$ cat config.mk
export PLATFORM = sky130hd
export DESIGN_NAME = alu_word_seq
export DESIGN_NICKNAME = d
export VERILOG_FILES = /design/src/rtl/alu_word_seq_pkg.sv /design/src/rtl/alu_word_seq.sv
export SDC_FILE = /design/constraint.sdc
export NUM_CORES = 1
export LEC_CHECK = 0
export CORE_MARGIN = 10
export CORE_UTILIZATION = 49
export CTS_BUF_LIST = sky130_fd_sc_hd__clkbuf_8
export DETAILED_ROUTE_END_ITERATION = 8
export GPL_TIMING_DRIVEN = 1
export HOLD_SLACK_MARGIN = 0.05
export PLACE_DENSITY = 0.87
export RECOVER_POWER = 25
export SYNTH_ARGS = -nofsm -noshare
export SYNTH_HDL_FRONTEND = slang
export SYNTH_SLANG_ARGS = --single-unit
$ cat constraint.sdc
create_clock -name clk -period 4.3 [get_ports clk]
set_clock_uncertainty 0.05 [all_clocks]
set_input_delay 1.075 -clock clk [delete_from_list [all_inputs] [get_ports clk]]
set_output_delay 1.075 -clock clk [all_outputs]
set_load 0.01 [all_outputs]
$ cat src/rtl/alu_word_seq_pkg.sv
// Shared definitions for the byte-serial word sequencer: ALU op codes,
// carry-variant op mapping and the sequencer FSM state encoding.
package alu_word_seq_pkg;

    // ALU op codes, identical to the encoding the 8-bit ALU decodes
    localparam logic [3:0] OP_PASS = 4'h0;
    localparam logic [3:0] OP_OR   = 4'h1;
    localparam logic [3:0] OP_AND  = 4'h2;
    localparam logic [3:0] OP_XOR  = 4'h3;
    localparam logic [3:0] OP_ADD  = 4'h4;
    localparam logic [3:0] OP_ADC  = 4'h5;
    localparam logic [3:0] OP_SUB  = 4'h6;
    localparam logic [3:0] OP_SBC  = 4'h7;
    localparam logic [3:0] OP_SHL  = 4'h8;
    localparam logic [3:0] OP_RCL  = 4'h9;
    localparam logic [3:0] OP_SLO  = 4'ha;
    localparam logic [3:0] OP_ROL  = 4'hb;
    localparam logic [3:0] OP_SHR  = 4'hc;
    localparam logic [3:0] OP_RCR  = 4'hd;
    localparam logic [3:0] OP_ROR  = 4'he;
    localparam logic [3:0] OP_SRA  = 4'hf;

    typedef enum logic [1:0] {
        ST_IDLE = 2'd0,
        ST_RUN  = 2'd1,
        ST_DONE = 2'd2
    } seq_state_e;

    // Logic ops have no inter-byte carry, every byte sees the word op unchanged
    function automatic logic is_logic_op(input logic [3:0] op);
        logic res;
        case (op)
            OP_PASS, OP_OR, OP_AND, OP_XOR: res = 1'b1;
            default:                        res = 1'b0;
        endcase
        return res;
    endfunction

    // Right shifts must start at the top byte so the carry moves downwards
    function automatic logic is_msb_first(input logic [3:0] op);
        return (op[3:2] == 2'b11);
    endfunction

    // Op sent for the first byte; rotates become rotate-through-carry with a seeded cin
    function automatic logic [3:0] first_op(input logic [3:0] op);
        logic [3:0] res;
        case (op)
            OP_SLO, OP_ROL: res = OP_RCL;
            OP_ROR, OP_SRA: res = OP_RCR;
            default:        res = op;
        endcase
        return res;
    endfunction

    // Op sent for every byte after the first: the carry-consuming variant
    function automatic logic [3:0] carry_op(input logic [3:0] op);
        logic [3:0] res;
        case (op)
            OP_ADD, OP_ADC:                 res = OP_ADC;
            OP_SUB, OP_SBC:                 res = OP_SBC;
            OP_SHL, OP_RCL, OP_SLO, OP_ROL: res = OP_RCL;
            OP_SHR, OP_RCR, OP_ROR, OP_SRA: res = OP_RCR;
            default:                        res = op;
        endcase
        return res;
    endfunction

    // Carry seed for the first byte: the word cin, or the bit that wraps/extends
    function automatic logic first_cin(input logic [3:0] op, input logic cin,
                                       input logic lsb, input logic msb);
        logic res;
        case (op)
            OP_ADC, OP_SBC, OP_RCL, OP_RCR: res = cin;
            OP_SLO, OP_ROR:                 res = lsb;
            OP_ROL, OP_SRA:                 res = msb;
            OP_ADD, OP_SUB, OP_SHL, OP_SHR: res = 1'b0;
            default:                        res = cin;
        endcase
        return res;
    endfunction

endpackage

$ cat src/rtl/alu_word_seq.sv
// Byte-serial word sequencer: runs one ALU op over a BYTES-wide word by
// feeding the external 8-bit ALU one byte per cycle and chaining the carry.
// Optional macro ALU_WORD_SEQ_ZFLAG_EN adds a resp_zero output flag.
module alu_word_seq
    import alu_word_seq_pkg::*;
#(
    parameter int BYTES = 2
) (
    input  logic               clk,
    input  logic               rst,
    input  logic               req_valid,
    output logic               req_ready,
    input  logic [3:0]         req_op,
    input  logic [8*BYTES-1:0] req_a,
    input  logic [8*BYTES-1:0] req_b,
    input  logic               req_cin,
    input  logic               req_xy,
    output logic [7:0]         alu_a,
    output logic [7:0]         alu_b,
    output logic [3:0]         alu_op,
    output logic               alu_cin,
    output logic               alu_xy,
    input  logic [7:0]         alu_q,
    input  logic               alu_cout,
    output logic               resp_valid,
    input  logic               resp_ready,
    output logic [8*BYTES-1:0] resp_q,
`ifdef ALU_WORD_SEQ_ZFLAG_EN
    output logic               resp_zero,
`endif
    output logic               resp_cout
);

    localparam int W  = 8 * BYTES;
    localparam int CW = (BYTES > 1) ? $clog2(BYTES) : 1;

    seq_state_e     state_q, state_d;
    logic [W-1:0]   a_q, b_q;
    logic [3:0]     op_q;
    logic           cin_q, xy_q;
    logic [CW-1:0]  cnt_q;
    logic           carry_q;
    logic [W-1:0]   result_q;
    logic           cout_q;

    logic           accept;
    logic           last_byte;
    logic [CW-1:0]  lane;
    logic [7:0]     byte_a, byte_b;

    assign accept     = req_valid && (state_q == ST_IDLE);
    assign last_byte  = (cnt_q == CW'(BYTES - 1));
    assign req_ready  = (state_q == ST_IDLE);
    assign resp_valid = (state_q == ST_DONE);
    assign resp_q     = result_q;
    assign resp_cout  = cout_q;

`ifdef ALU_WORD_SEQ_ZFLAG_EN
    assign resp_zero  = (state_q == ST_DONE) && (result_q == '0);
`endif

    // FSM next state: accept in IDLE, one RUN cycle per byte, hold result until consumed
    always_comb begin
        state_d = state_q;
        unique case (state_q)
            ST_IDLE: if (req_valid)  state_d = ST_RUN;
            ST_RUN:  if (last_byte)  state_d = ST_DONE;
            ST_DONE: if (resp_ready) state_d = ST_IDLE;
            default:                 state_d = ST_IDLE;
        endcase
    end

    // Byte-lane select and per-byte ALU drive; all ALU inputs are quiet outside RUN
    always_comb begin
        lane   = is_msb_first(op_q) ? (CW'(BYTES - 1) - cnt_q) : cnt_q;
        byte_a = '0;
        byte_b = '0;
        for (int i = 0; i < BYTES; i++) begin
            if (lane == CW'(i)) begin
                byte_a = a_q[i*8 +: 8];
                byte_b = b_q[i*8 +: 8];
            end
        end
        alu_a   = '0;
        alu_b   = '0;
        alu_op  = '0;
        alu_cin = 1'b0;
        alu_xy  = 1'b0;
        if (state_q == ST_RUN) begin
            alu_a  = byte_a;
            alu_b  = byte_b;
            alu_xy = xy_q;
            if (is_logic_op(op_q)) begin
                alu_op  = op_q;
                alu_cin = cin_q;
            end else if (cnt_q == '0) begin
                alu_op  = first_op(op_q);
                alu_cin = first_cin(op_q, cin_q, a_q[0], a_q[W-1]);
            end else begin
                alu_op  = carry_op(op_q);
                alu_cin = carry_q;
            end
        end
    end

    // State register, request latch and per-byte capture of the ALU result and carry
    always_ff @(posedge clk) begin
        if (rst) begin
            state_q  <= ST_IDLE;
            a_q      <= '0;
            b_q      <= '0;
            op_q     <= '0;
            cin_q    <= 1'b0;
            xy_q     <= 1'b0;
            cnt_q    <= '0;
            carry_q  <= 1'b0;
            result_q <= '0;
            cout_q   <= 1'b0;
        end else begin
            state_q <= state_d;
            if (accept) begin
                a_q   <= req_a;
                b_q   <= req_b;
                op_q  <= req_op;
                cin_q <= req_cin;
                xy_q  <= req_xy;
                cnt_q <= '0;
            end
            if (state_q == ST_RUN) begin
                for (int i = 0; i < BYTES; i++) begin
                    if (lane == CW'(i)) begin
                        result_q[i*8 +: 8] <= alu_q;
                    end
                end
                carry_q <= alu_cout;
                cout_q  <= alu_cout;
                cnt_q   <= cnt_q + CW'(1);
            end
        end
    end

endmodule

==> results_dict.tcl, run 1 <==
set metrics [dict create \
    cp-end-kind "output port" \
    io_pins 92 \
    cap_violations 1 \
    ant_nets 0 \
    hp-class "reg2reg" \
    synth_area_sq_um 2509 \
    place_inst 386 \
    tns_ns 0 \
    timing.fmax_ghz 0.2808 \
    root_buffer "clkbuf_8" \
    violations "capacitance limit, slew limit" \
    hold_buffers 0 \
    synthDistinctLibCells 33 \
    busiest_layer "met2" \
    synth_top_family_by_area "multiplexers" \
    antenna_found_initial 0 \
    grt_setup_unrepaired "no" \
    avgSynthCellArea_sq_um 10.41 \
    num_vias 2019 \
    powerDensity_nw_per_um2 383.8 \
    hpwl_mm 4.687 \
    crit_fanout 17 \
    muxShareOfSynthArea 0.2200 \
    synth-seq-cells 58 \
    htreeDepth 3 \
    die_area_sq_um 8381 \
    critPathLaunchType "register" \
    cp.required_ns 3.17 \
    grt_use_met3 0.08230 \
    core_area_sq_um 4848 \
    finalSetupViolCount 0 \
    fp.dieW_um 91.55 \
    port-buffer-count 91 \
    multi_input_area_sq_um 1242 \
    peakVddDrop_mv 0.2600 \
    period_minus_slack_ns 3.561 \
    rows 25 \
    hold_viol 0 \
    worstMarginPinSlew_ns 2.477 \
    drtPass1Iterations 4 \
    antennaDiodeCount 0 \
    clockBufferDepth 2 \
    fillCellCount 364 \
    cts_resized 0 \
    status "finished, violations left" \
    cts.sinks 58 \
    fin_crit_sh 0.8282 \
    met1_usage 0.1711 \
    maxSlewViolCount 67 \
    cts_tree "built" \
    fin_cells 402 \
    criticalPathCategory "reg2out" \
    regArea_sq_um 1161 \
    synthSimpleGateAreaFrac 0.1711 \
    syn_inst 241 \
    postCtsSetupRepairBufs 0 \
    synthXorXnorAreaFrac 0.003491 \
    track_usage 0.1624 \
    grt_max_degree 67 \
    drt_iter0_drc 101 \
    grt_pass1_vias 2201 \
    area_growth_pct 45.89 \
    worstPathArrival_ns 2.44 \
    initial_core_util 0.5174 \
    grt_pass1_wl_mm 11.05 \
    synth_compound_area_frac 0.09825 \
    gr-usage-met2 0.2672 \
    fin_nets 381 \
    path_clk_slew_ns 0.07 \
    drive_gt1_frac 0.09254 \
    synth_fa_ha_area_frac 0 \
    slew_headroom -0.6516 \
    finalPower_mw 1.404 \
    place.gp.congestion 0.7733 \
    ys_seq_area_frac 0.4628 \
    cts_made_buffers 9 \
    totalWireLength_mm 6.765 \
    yosysWarnings 0 \
    clkLatencyLatePin_ns 0.33 \
    die_h_um 91.55 \
    p_leak_nw 1.495 \
    vias_per_cell 5.022 \
    grt_overflow 0 \
    drc 0 \
    wl_per_cell_um 16.83 \
    synth_fp_nets 292 \
]
[state kept, by name, indices dropped and copies added (netlist names)]
register	flops
resp_q	16
resp_cout	1
state_q	2
cin_q	1
xy_q	1
cnt_q	1
op_q	4
a_q	16
b_q	16
[synthesized netlist by cell type, drive strengths merged]
cell | number | area share
buf | 9 | 0.031
o21ai | 1 | 0.0065
nor2 | 43 | 0.064
clkbuf | 7 | 0.010
a31oi | 1 | 0.0025
o21a | 2 | 0.0090
a22oi | 1 | 0.0030
nor3b | 2 | 0.0080
nor2b | 2 | 0.0050
and3b | 1 | 0.0050
a22o | 16 | 0.058
nand2b | 25 | 0.065
a21oi | 4 | 0.0080
and2 | 3 | 0.0075
inv | 2 | 0.0030
a21boi | 1 | 0.0075
nand4 | 1 | 0.0025
dfxtp | 58 | 0.46
nand3 | 1 | 0.0020
o211a | 1 | 0.0040
nand2 | 2 | 0.0030
mux2 | 1 | 0.0045
xnor2 | 1 | 0.0035
mux2i | 54 | 0.22
nor3 | 2 | 0.0085
[kinds of logic after synthesis]
| logic type | Yosys count |
|---|---|
| buffers and inverters | 18 |
| muxes | 55 |
| AOI/OAI and AO/OA | 27 |
| xor gates and xnor gates | 1 |
| and+or+nand+nor | 82 |
| DFF | 58 |
[path summary, 6_finish.rpt]
check / start / to / slack (ns) / cells after the start
min reg2reg: resp_q[10]$_SDFFE_PP0P_ / resp_q[10]$_SDFFE_PP0P_ / 0.43 / 2
max: op_q[3]$_SDFFE_PP0P_ / alu_b[2] / 0.74 / 4
min: resp_q[10]$_SDFFE_PP0P_ / resp_q[10]$_SDFFE_PP0P_ / 0.43 / 2
max reg2reg: op_q[3]$_SDFFE_PP0P_ / resp_q[3]$_SDFFE_PP0P_ / 2.37 / 4
[area by class of cell]
cell class | instances | area share
clock buffer | 12 | 0.04513
timing repair buffer | 94 | 0.2533
inverter | 2 | 0.002051
tap | 67 | 0.02291
sequential | 58 | 0.3173
multi-input combinational | 165 | 0.3395
clock inverter | 4 | 0.01983
[cells in the final DEF (no fill, tap or decap), types with 2 or more instances in the layout]
cell / synthesis / routed
inv_1: 2 / 2
a21oi_1: 4 / 4
nand2b_1: 24 / 24
nand2_1: 2 / 2
clkdlybuf4s50_1: 0 / 86
dlygate4sd3_1: 0 / 4
nor2_1: 43 / 43
clkbuf_8: 0 / 12
a22o_1: 12 / 12
nor2b_1: 2 / 2
a22o_2: 4 / 4
buf_4: 4 / 3
dfxtp_1: 58 / 58
bufinv_16: 0 / 2
mux2i_1: 54 / 54
and2_1: 3 / 3
[power breakdown]
part           switching [mW]  internal, mW
logic                  0.0948         0.128
registers              0.0266         0.573
clock network           0.210         0.373
[critical path, stage by stage (launching register included)]
cell	delay, ns
dfxtp_1	0.53
a21boi_4	0.14
nor3_4	0.62
a22o_1	0.26
clkdlybuf4s50_1	0.55
[layer usage]
metal	vias to the layer above	routed length (um)
li1	1002	-
met1	932	2737
met2	74	3159
met3	11	738
met4	0	130
met5	-	0
[metrics by stage]
step / hold WS [ns] / area [sq um] / setup WS (ns) / util
2_1_floorplan: 0.4015 / 2509 / 1.933 / -
3_3_place_gp: 0.4088 / 3423 / 1.137 / 0.7061
3_5_place_dp: 0.4189 / 3423 / 1.093 / 0.7061
4_1_cts: 0.4309 / 3661 / 0.7230 / 0.7551
5_1_grt: 0.4494 / 3660 / 0.6007 / 0.7548
6_report: 0.4253 / 3660 / 0.7389 / 0.7548
Power figures use the tool's default switching activity.
==> run 2: changes to the inputs <==
--- a/config.mk
+++ b/config.mk
@@ -6,12 +6,12 @@
 export NUM_CORES = 1
 export LEC_CHECK = 0
 export CORE_MARGIN = 10
-export CORE_UTILIZATION = 49
+export CORE_UTILIZATION = 46
 export CTS_BUF_LIST = sky130_fd_sc_hd__clkbuf_8
 export DETAILED_ROUTE_END_ITERATION = 8
 export GPL_TIMING_DRIVEN = 1
 export HOLD_SLACK_MARGIN = 0.05
-export PLACE_DENSITY = 0.87
+export PLACE_DENSITY = 0.82
 export RECOVER_POWER = 25
 export SYNTH_ARGS = -nofsm -noshare
 export SYNTH_HDL_FRONTEND = slang
==> constraint.sdc (replaced) <==
create_clock -name clk -period 3.6 [get_ports clk]
set_clock_uncertainty 0.05 [all_clocks]
set_input_delay 0.9 -clock clk [delete_from_list [all_inputs] [get_ports clk]]
set_output_delay 0.9 -clock clk [all_outputs]
set_load 0.01 [all_outputs]
==> run 2 against run 1 <==
Net effect: clock power rose by 4.6%; register-to-register slack got worse by 0.52 ns; routed wire length fell by 6.9%; critical path type unchanged; non-clock buffer count rose by 2; the flow still finishes with violations (capacitance limit, slew limit); sequential share of layout area rose by 0.13 points.
==> results_dict.tcl, run 2 (synthesized netlist as in run 1, its figures left out) <==
set metrics [dict create \
    num_vias 1987 \
    die_area_sq_um 8808 \
    cp-end-kind "output port" \
    crit_fanout 11 \
    drive_gt1_frac 0.09226 \
    drt_iter0_drc 51 \
    cts_resized 0 \
    grt_overflow 0 \
    slowest_delay_ns 0.54 \
    maxSlewViolCount 48 \
    cap_violations 1 \
    clkLatencyLatePin_ns 0.33 \
    finalPower_mw 1.587 \
    grt_pass1_wl_mm 9.956 \
    die_h_um 93.85 \
    antennaDiodeCount 0 \
    violations "capacitance limit, slew limit" \
    vias_per_cell 4.894 \
    peakVddDrop_mv 0.2523 \
    cp.required_ns 2.65 \
    grt_setup_unrepaired "no" \
    crit_chain "and3b_4 -> nor3_4 -> buf_4 -> a22o_1 -> clkdlybuf4s50_1" \
    initial_core_util 0.4820 \
    drtPass1Iterations 4 \
    clockBufferDepth 2 \
    io_pins 92 \
    final_common_cell "clkdlybuf4s50_1" \
    powerDensity_nw_per_um2 435.4 \
    antenna_found_initial 0 \
    totalWireLength_mm 6.299 \
    crit_family "buffers and inverters" \
    root_buffer "clkbuf_8" \
    port-buffer-count 91 \
    cts_made_buffers 9 \
    grt_pass1_vias 2007 \
    tns_ns 0 \
    hold-worst-slack_ns 0.4207 \
    worstPathArrival_ns 2.40 \
    track_usage 0.1427 \
    period_minus_slack_ns 3.348 \
    place_inst 391 \
    slowest_stage "clkdlybuf4s50_1" \
    drc 0 \
    cts.sinks 58 \
    slew_headroom -0.1158 \
    critPathLaunchType "register" \
    final_cell_mix "clkdlybuf4s50_1 (86), dfxtp_1 (58), mux2i_1 (54)" \
    ant_nets 0 \
    finalSetupViolCount 0 \
    fin_nets 383 \
    path_clk_slew_ns 0.06 \
    fin_cells 406 \
    cts_tree "built" \
    postCtsSetupRepairBufs 0 \
    p_leak_nw 1.495 \
    fin_crit_sh 0.9300 \
    place.gp.congestion 0.7738 \
    hold_viol 0 \
    fp.dieW_um 93.85 \
    critPathBufInv 2 \
    timing.fmax_ghz 0.2987 \
    core_area_sq_um 5205 \
    rows 26 \
    criticalPathCategory "reg2out" \
    wl_per_cell_um 15.51 \
    hpwl_mm 4.691 \
    hp-class "reg2reg" \
    worstMarginPinSlew_ns 1.674 \
    area_growth_pct 45.29 \
    grt_max_degree 48 \
    r2r_slack_ns 1.85 \
    hold_buffers 0 \
    htreeDepth 3 \
    status "finished, violations left" \
]
==> run 2: changes by cell type in the layout (fill, tap and decap cells not counted), sizes merged <==
| cell | before | now |
|---|---|---|
| bufinv | 2 | 1 |
| clkinvlp | 1 | 0 |
| buf | 3 | 5 |
| inv | 2 | 3 |
==> run 2: worst min-delay path, delay by kind of cell (launching register included) <==
family | cells | cell delay, ns
flip-flops | 1 | 0.31
multiplexers | 1 | 0.06
AND/OR/NAND/NOR | 1 | 0.06
==> run 2: final cells by class <==
cell class	count	area [sq um]
fill	421	1560
clock buffer	12	165.2
inverter	2	7.507
clock inverter	3	38.79
tap	70	87.58
timing repair buffer	96	942.2
multi-input combinational	165	1242
sequential	58	1161
==> run 2: layer usage <==
layer | part of all wire | wire length (um) | global-route usage
met1 | 0.42 | 2657 | 0.1576
met5 | 0 | 0 | 0
met4 | 0.022 | 136 | 0.07215
met2 | 0.47 | 2965 | 0.2333
met3 | 0.086 | 541 | 0.05516
==> run 2: final timing paths <==
| kind | from | endpoint | cells past startpoint |
|---|---|---|---|
| max | cnt_q$_SDFFE_PP0P_ | alu_a[3] | 5 |
| min reg2reg | resp_q[7]$_SDFFE_PP0P_ | resp_q[7]$_SDFFE_PP0P_ | 2 |
| min | resp_q[7]$_SDFFE_PP0P_ | resp_q[7]$_SDFFE_PP0P_ | 2 |
| max reg2reg | cnt_q$_SDFFE_PP0P_ | resp_q[5]$_SDFFE_PP0P_ | 4 |
==> run 2: through the flow <==
stage / worst slack, ns / cell area, sq um / utilization
4_1_cts: 0.2038 / 3646 / 0.7005
3_3_place_gp: 0.6305 / 3442 / 0.6613
6_report: 0.2521 / 3645 / 0.7002
5_1_grt: 0.07888 / 3645 / 0.7002
3_5_place_dp: 0.5569 / 3442 / 0.6613
2_1_floorplan: 1.408 / 2509 / -
==> run 2: report_power, final <==
group          switching [mW]  internal, mW
Combinational           0.110         0.154
Clock                   0.241         0.369
Sequential             0.0294         0.684
